**src/rtl/mips_ctrl_pkg.sv**
```systemverilog
// Shared encodings for the MIPS multi-cycle controller: states, opcodes and mux selects.
// The ADDIEX/ADDIWB state codes are reserved in every build so other encodings never shift.
package mips_ctrl_pkg;

    typedef logic [3:0] state_t;

    localparam state_t ST_IDLE   = 4'd0;
    localparam state_t ST_FETCH  = 4'd1;
    localparam state_t ST_DECODE = 4'd2;
    localparam state_t ST_MEMADR = 4'd3;
    localparam state_t ST_MEMRD  = 4'd4;
    localparam state_t ST_MEMWB  = 4'd5;
    localparam state_t ST_MEMWR  = 4'd6;
    localparam state_t ST_EXEC   = 4'd7;
    localparam state_t ST_RWB    = 4'd8;
    localparam state_t ST_BRANCH = 4'd9;
    localparam state_t ST_JUMP   = 4'd10;
    localparam state_t ST_ADDIEX = 4'd11;
    localparam state_t ST_ADDIWB = 4'd12;

    localparam logic [5:0] OP_RTYPE = 6'h00;
    localparam logic [5:0] OP_LW    = 6'h23;
    localparam logic [5:0] OP_SW    = 6'h2B;
    localparam logic [5:0] OP_BEQ   = 6'h04;
    localparam logic [5:0] OP_J     = 6'h02;
    localparam logic [5:0] OP_ADDI  = 6'h08;

    localparam logic [1:0] ALUOP_ADD   = 2'b00;
    localparam logic [1:0] ALUOP_SUB   = 2'b01;
    localparam logic [1:0] ALUOP_FUNCT = 2'b10;

    localparam logic [1:0] SRCB_RT      = 2'b00;
    localparam logic [1:0] SRCB_FOUR    = 2'b01;
    localparam logic [1:0] SRCB_IMM     = 2'b10;
    localparam logic [1:0] SRCB_IMM_SL2 = 2'b11;

    localparam logic [1:0] PCSRC_ALU    = 2'b00;
    localparam logic [1:0] PCSRC_ALUOUT = 2'b01;
    localparam logic [1:0] PCSRC_JUMP   = 2'b10;

    typedef struct packed {
        logic       pc_write;
        logic       branch;
        logic       iord;
        logic       mem_read;
        logic       mem_write;
        logic       ir_write;
        logic       mem_to_reg;
        logic       reg_dst;
        logic       reg_write;
        logic       alu_src_a;
        logic [1:0] alu_src_b;
        logic [1:0] alu_op;
        logic [1:0] pc_source;
    } ctrl_t;

    localparam ctrl_t CTRL_NONE = ctrl_t'(16'h0000);

endpackage

```
**src/rtl/mips_ctrl_decode.sv**
```systemverilog
// Combinational per-state control decode; the only input-dependent terms are the
// FETCH-stage IR/PC loads, which follow mem_ready. ADDI_EN enables the addi states.
module mips_ctrl_decode
    import mips_ctrl_pkg::*;
(
    input  state_t state,
    input  logic   mem_ready,
    output ctrl_t  ctrl
);

    // Moore control word for the current state; unlisted fields stay zero
    always_comb begin
        ctrl = CTRL_NONE;
        case (state)
            ST_FETCH: begin
                ctrl.mem_read  = 1'b1;
                ctrl.iord      = 1'b0;
                ctrl.alu_src_a = 1'b0;
                ctrl.alu_src_b = SRCB_FOUR;
                ctrl.alu_op    = ALUOP_ADD;
                ctrl.pc_source = PCSRC_ALU;
                ctrl.ir_write  = mem_ready;
                ctrl.pc_write  = mem_ready;
            end
            ST_DECODE: begin
                ctrl.alu_src_a = 1'b0;
                ctrl.alu_src_b = SRCB_IMM_SL2;
                ctrl.alu_op    = ALUOP_ADD;
            end
            ST_MEMADR: begin
                ctrl.alu_src_a = 1'b1;
                ctrl.alu_src_b = SRCB_IMM;
                ctrl.alu_op    = ALUOP_ADD;
            end
            ST_MEMRD: begin
                ctrl.mem_read = 1'b1;
                ctrl.iord     = 1'b1;
            end
            ST_MEMWB: begin
                ctrl.reg_write  = 1'b1;
                ctrl.reg_dst    = 1'b0;
                ctrl.mem_to_reg = 1'b1;
            end
            ST_MEMWR: begin
                ctrl.mem_write = 1'b1;
                ctrl.iord      = 1'b1;
            end
            ST_EXEC: begin
                ctrl.alu_src_a = 1'b1;
                ctrl.alu_src_b = SRCB_RT;
                ctrl.alu_op    = ALUOP_FUNCT;
            end
            ST_RWB: begin
                ctrl.reg_write  = 1'b1;
                ctrl.reg_dst    = 1'b1;
                ctrl.mem_to_reg = 1'b0;
            end
            ST_BRANCH: begin
                ctrl.alu_src_a = 1'b1;
                ctrl.alu_src_b = SRCB_RT;
                ctrl.alu_op    = ALUOP_SUB;
                ctrl.branch    = 1'b1;
                ctrl.pc_source = PCSRC_ALUOUT;
            end
            ST_JUMP: begin
                ctrl.pc_write  = 1'b1;
                ctrl.pc_source = PCSRC_JUMP;
            end
`ifdef ADDI_EN
            ST_ADDIEX: begin
                ctrl.alu_src_a = 1'b1;
                ctrl.alu_src_b = SRCB_IMM;
                ctrl.alu_op    = ALUOP_ADD;
            end
            ST_ADDIWB: begin
                ctrl.reg_write  = 1'b1;
                ctrl.reg_dst    = 1'b0;
                ctrl.mem_to_reg = 1'b0;
            end
`endif
            default: begin
                ctrl = CTRL_NONE;
            end
        endcase
    end

endmodule

```
**src/rtl/mips_multicycle_ctrl.sv**
```systemverilog
// MIPS32 multi-cycle main controller: state register, next-state logic and sticky illegal flag.
// Define ADDI_EN to support addi (0x08) through the ADDIEX/ADDIWB states; otherwise it is illegal.
module mips_multicycle_ctrl
    import mips_ctrl_pkg::*;
(
    input  logic       clk,
    input  logic       rst_n,
    input  logic [5:0] opcode,
    input  logic       zero,
    input  logic       mem_ready,
    output logic       PCWrite,
    output logic       branch,
    output logic       pc_en,
    output logic       IorD,
    output logic       MemRead,
    output logic       MemWrite,
    output logic       IRWrite,
    output logic       MemtoReg,
    output logic       regdst,
    output logic       regWrite,
    output logic       AluSrcA,
    output logic [1:0] AluSrcB,
    output logic [1:0] AluOp,
    output logic [1:0] PCSource,
    output logic       illegal,
    output logic [3:0] state
);

    state_t state_q, state_d;
    logic   illegal_q, illegal_d;
    ctrl_t  ctrl_s;

    mips_ctrl_decode u_decode (
        .state     (state_q),
        .mem_ready (mem_ready),
        .ctrl      (ctrl_s)
    );

    // Next-state and sticky illegal-opcode logic
    always_comb begin
        state_d   = state_q;
        illegal_d = illegal_q;
        case (state_q)
            ST_IDLE: begin
                state_d = ST_FETCH;
            end
            ST_FETCH: begin
                if (mem_ready) begin
                    state_d = ST_DECODE;
                end else begin
                    state_d = ST_FETCH;
                end
            end
            ST_DECODE: begin
                case (opcode)
                    OP_RTYPE:     state_d = ST_EXEC;
                    OP_LW, OP_SW: state_d = ST_MEMADR;
                    OP_BEQ:       state_d = ST_BRANCH;
                    OP_J:         state_d = ST_JUMP;
`ifdef ADDI_EN
                    OP_ADDI:      state_d = ST_ADDIEX;
`endif
                    default: begin
                        state_d   = ST_FETCH;
                        illegal_d = 1'b1;
                    end
                endcase
            end
            ST_MEMADR: begin
                // Opcode is held in the IR, so only lw/sw can arrive here
                if (opcode == OP_LW) begin
                    state_d = ST_MEMRD;
                end else if (opcode == OP_SW) begin
                    state_d = ST_MEMWR;
                end else begin
                    state_d = ST_FETCH;
                end
            end
            ST_MEMRD: begin
                if (mem_ready) begin
                    state_d = ST_MEMWB;
                end else begin
                    state_d = ST_MEMRD;
                end
            end
            ST_MEMWR: begin
                if (mem_ready) begin
                    state_d = ST_FETCH;
                end else begin
                    state_d = ST_MEMWR;
                end
            end
            ST_EXEC:   state_d = ST_RWB;
            ST_MEMWB,
            ST_RWB,
            ST_BRANCH,
            ST_JUMP:   state_d = ST_FETCH;
`ifdef ADDI_EN
            ST_ADDIEX: state_d = ST_ADDIWB;
            ST_ADDIWB: state_d = ST_FETCH;
`endif
            default:   state_d = ST_IDLE;
        endcase
    end

    // State and illegal flag registers; reset abandons any in-flight access
    always_ff @(posedge clk or negedge rst_n) begin
        if (!rst_n) begin
            state_q   <= ST_IDLE;
            illegal_q <= 1'b0;
        end else begin
            state_q   <= state_d;
            illegal_q <= illegal_d;
        end
    end

    assign PCWrite  = ctrl_s.pc_write;
    assign branch   = ctrl_s.branch;
    assign pc_en    = ctrl_s.pc_write | (ctrl_s.branch & zero);
    assign IorD     = ctrl_s.iord;
    assign MemRead  = ctrl_s.mem_read;
    assign MemWrite = ctrl_s.mem_write;
    assign IRWrite  = ctrl_s.ir_write;
    assign MemtoReg = ctrl_s.mem_to_reg;
    assign regdst   = ctrl_s.reg_dst;
    assign regWrite = ctrl_s.reg_write;
    assign AluSrcA  = ctrl_s.alu_src_a;
    assign AluSrcB  = ctrl_s.alu_src_b;
    assign AluOp    = ctrl_s.alu_op;
    assign PCSource = ctrl_s.pc_source;
    assign illegal  = illegal_q;
    assign state    = state_q;

endmodule

```
**config.mk**
```make
export PLATFORM = sky130hd
export DESIGN_NAME = mips_multicycle_ctrl
export DESIGN_NICKNAME = d
export VERILOG_FILES = /design/src/rtl/mips_ctrl_pkg.sv /design/src/rtl/mips_ctrl_decode.sv /design/src/rtl/mips_multicycle_ctrl.sv
export SDC_FILE = /design/constraint.sdc
export NUM_CORES = 1
export LEC_CHECK = 0
export CORE_UTILIZATION = 42
export CTS_BUF_LIST = sky130_fd_sc_hd__clkbuf_4
export CTS_CLUSTER_DIAMETER = 200
export DETAILED_ROUTE_END_ITERATION = 12
export PLACE_DENSITY = 0.9
export SYNTH_ARGS = -nofsm -noshare
export SYNTH_HDL_FRONTEND = slang
export SYNTH_HIERARCHICAL = 1
export SYNTH_SLANG_ARGS = --single-unit
```
**constraint.sdc**
```tcl
create_clock -name clk -period 2.9 [get_ports clk]
set_input_delay 0.87 -clock clk [delete_from_list [all_inputs] [get_ports clk]]
set_output_delay 0.87 -clock clk [all_outputs]
set_load 0.005 [all_outputs]
```
==> impl_metrics.env <==
export IMPL_status="completed"
export IMPL_drt_pass1_iterations=4
export IMPL_p_int_mw=0.340
export IMPL_clockBufferDepth=2
export IMPL_ys_warn_count=6
export IMPL_hp_start="illegal$_DFFE_PN0P_"
export IMPL_synth_area_top_cells="dfrtp_1 22%, nor2_1 5.8%, nand2b_1 5.4%"
export IMPL_place_inst=118
export IMPL_synth_compound_area_share=0.215
export IMPL_ys_top_cells_by_count="9 x nor2_1, 5 x dfrtp_1, 5 x nand2_1, 5 x nand2b_1, 4 x nor3b_1"
export IMPL_nNetsFinal=118
export IMPL_finalHoldViolCount=0
export IMPL_cpMostUsedCell="clkdlybuf4s50_1"
export IMPL_ios=32
export IMPL_wire_per_inst_um=11.6
export IMPL_max_slew_worst_pin_slew_ns=0.423
export IMPL_core_area_um2=1300
export IMPL_routed_wl_um=1410
export IMPL_syn_area_per_cell_um2=7.86
export IMPL_final_max_slew_viol_count=0
export IMPL_die_height_um=39.2
export IMPL_finalCritPeriodShare=0.960
export IMPL_r2r_end="state[0]$_DFF_PN0_"
export IMPL_slowest_delay_ns=0.49
export IMPL_nFillCells=105
export IMPL_yosys_area_share_adder=0
export IMPL_synth_top_family_by_area="simple AND/OR/NAND/NOR gates"
export IMPL_syn_nets=84
export IMPL_syn_cell_area_um2=582
export IMPL_die_area_um2=1540
export IMPL_swShare=0.366
export IMPL_post_route_min_period_ns=2.78
export IMPL_synth_top_flop_cell="dfrtp_1"
export IMPL_seq_power_share=0.239
export IMPL_cp_required_ns=2.03
export IMPL_synth_cell_type_count=40
export IMPL_grt_pass1_vias=550
export IMPL_dpl_worst_slack_ns=-0.265
export IMPL_viasPerCell=5.54
export IMPL_h_tree_depth=1
export IMPL_row_count=13
export IMPL_synth_top_area_frac=0.215
export IMPL_synth_edf_count=0
export IMPL_crit_path_start_kind="primary input"
export IMPL_max_freq_ghz=0.359
export IMPL_hold_depth=1
export IMPL_peakVddDrop_uv=412
export IMPL_cts_setup_buffers=0
export IMPL_drc_errors=0
export IMPL_cts_sinks=5
export IMPL_drt_iter0_drc=15
export IMPL_grtUsageTotal=0.209
export IMPL_synth_seq_cells=5
export IMPL_drv_cap=0
export IMPL_synth_largest_area_cell="dfrtp_1"
export IMPL_drive_gt1_frac=0.159
export IMPL_synthArstFlopShare=1.00
export IMPL_worst_setup_path_type="primary input to output pin"
export IMPL_antenna_found_initial=0
export IMPL_clock_skew_ns=0.00312
export IMPL_p_clk_frac=0.163
export IMPL_floorplan_initialDensity=0.447
export IMPL_synth_simple_area_share=0.454
export IMPL_cts_buffers=3
export IMPL_ant_nets=0
export IMPL_crit_path_end_kind="output pin"
export IMPL_worstPathMaxFanout=1
export IMPL_vias=676
export IMPL_grt_overflow_total=0
export IMPL_min_path_type="flop to flop"
export IMPL_place_congestion=0.801
export IMPL_port_buffers=31
export IMPL_grt_first_pass_wirelength_um=2220
export IMPL_regToRegSetupSlack_ns=1.16
export IMPL_combPwrFrac=0.598
export IMPL_r2r_start="state[1]$_DFF_PN0_"
export IMPL_syn_to_final_growth_pct=60.0
export IMPL_path_clk_slew_ns=0.04
export IMPL_cts_tree="built"
export IMPL_hpwlAfterDp_um=1110
export IMPL_rr_worst_depth=5
export IMPL_p_per_area_nw_per_um2=576
export IMPL_crit_family="buffers and inverters"
export IMPL_grt_max_degree=14
export IMPL_final_setup_viol_count=0
export IMPL_synth_xor_area_frac=0.0301
export IMPL_die_w_um=39.2
export IMPL_clockRootBuffer="clkbuf_4"
export IMPL_antenna_cells=0
export IMPL_synthMuxAreaShare=0
export IMPL_crit_arrival_ns=1.91
export IMPL_synth_seq_area_share=0.215
export IMPL_slowest_stage="clkdlybuf4s50_1"
export IMPL_max_slew_margin_rel=0.718
export IMPL_power_switching_mw=0.196
export IMPL_yosysMostFrequentCell="nor2_1"
export IMPL_layout_cells_non_filler=122
export IMPL_netlist_instances=74
export IMPL_clock_latency_ns=0.23
export IMPL_critPathBufInv=2
export IMPL_worst_slack_ns=0.117
export IMPL_p_leak_nw=0.332
export IMPL_holdPathEnd="illegal$_DFFE_PN0P_"
export IMPL_path_cells="clkdlybuf4s50_1, a21o_1, clkdlybuf4s50_1"
export IMPL_rsz0062_at_grt="no"
[worst max-delay path by stage]
stage	from	to	slack, ns	cells after the start
floorplan	mem_ready	pc_en	0.77	3
global placement	mem_ready	pc_en	-0.23	5
detailed placement	mem_ready	pc_en	-0.26	5
CTS	mem_ready	pc_en	0.03	5
global route	state[0]$_DFF_PN0_	regWrite	0.07	3
finish	zero	pc_en	0.12	3
[placed cells by master, fill, tap and decap left out, types with 2 or more instances in the layout]
cell type | Yosys | routed
buf_4 | 2 | 5
xnor2_1 | 2 | 2
nor4b_1 | 2 | 2
clkbuf_4 | 0 | 4
a21oi_1 | 3 | 2
nand2b_1 | 5 | 5
nor2_1 | 9 | 9
dfrtp_1 | 5 | 5
nand3b_1 | 2 | 2
o21ai_0 | 2 | 2
clkdlybuf4s50_1 | 0 | 30
o22ai_1 | 2 | 2
nor3_1 | 2 | 2
a21oi_2 | 1 | 2
nor3b_1 | 4 | 4
nand2_1 | 5 | 5
[through the flow]
step	util	total power, mW	hold WS (ns)	cell area (um^2)	TNS (ns)
floorplan	-	0.306	0.468	582	0
CTS	0.719	0.543	0.484	936	0
global placement	0.693	0.439	0.468	902	-0.546
detailed placement	0.693	0.448	0.473	902	-0.603
finish	0.715	0.536	0.482	931	0
global route	0.715	0.586	0.504	931	0
[power by group through the flow]
stage	clock network, mW	registers, mW	logic (mW)
2_1_floorplan	0	0.105	0.201
3_3_place_gp	0	0.128	0.310
3_5_place_dp	0	0.129	0.319
4_1_cts	0.0919	0.129	0.322
5_1_grt	0.101	0.133	0.352
6_report	0.0874	0.128	0.321
[sequential cells by signal, indices dropped and copies added (netlist names)]
register	count
illegal	1
state	4
[logic make-up after synthesis]
family,Yosys count
AND/OR/NAND/NOR,41
AO/OA/AOI/OAI,18
buffers and inverters,8
flip-flops,5
XOR/XNOR,2
[timing repair]
action,CTS,global route
gates resized for setup,3,1
hold buffers,0,0
endpoints found under the setup margin,3,1
endpoints found under the hold margin,0,0
pin swaps,1,1
[cell type report]
| type | count | area [um^2] | area share |
|---|---|---|---|
| tap | 15 | 18.8 | 0.0202 |
| clock buffer | 4 | 30.0 | 0.0323 |
| multi-input combinational | 61 | 410 | 0.441 |
| inverter | 1 | 3.75 | 0.00403 |
| timing repair buffer | 36 | 343 | 0.368 |
| sequential | 5 | 125 | 0.134 |
[per-layer routing]
layer,GRT usage,vias up,part of all wire
li1,-,338,-
met1,0.229,299,0.42
met2,0.379,39,0.48
met3,0.0809,0,0.092
met4,0.0345,0,0
met5,0,-,0
Note: power is estimated with default switching activity, not from simulation.
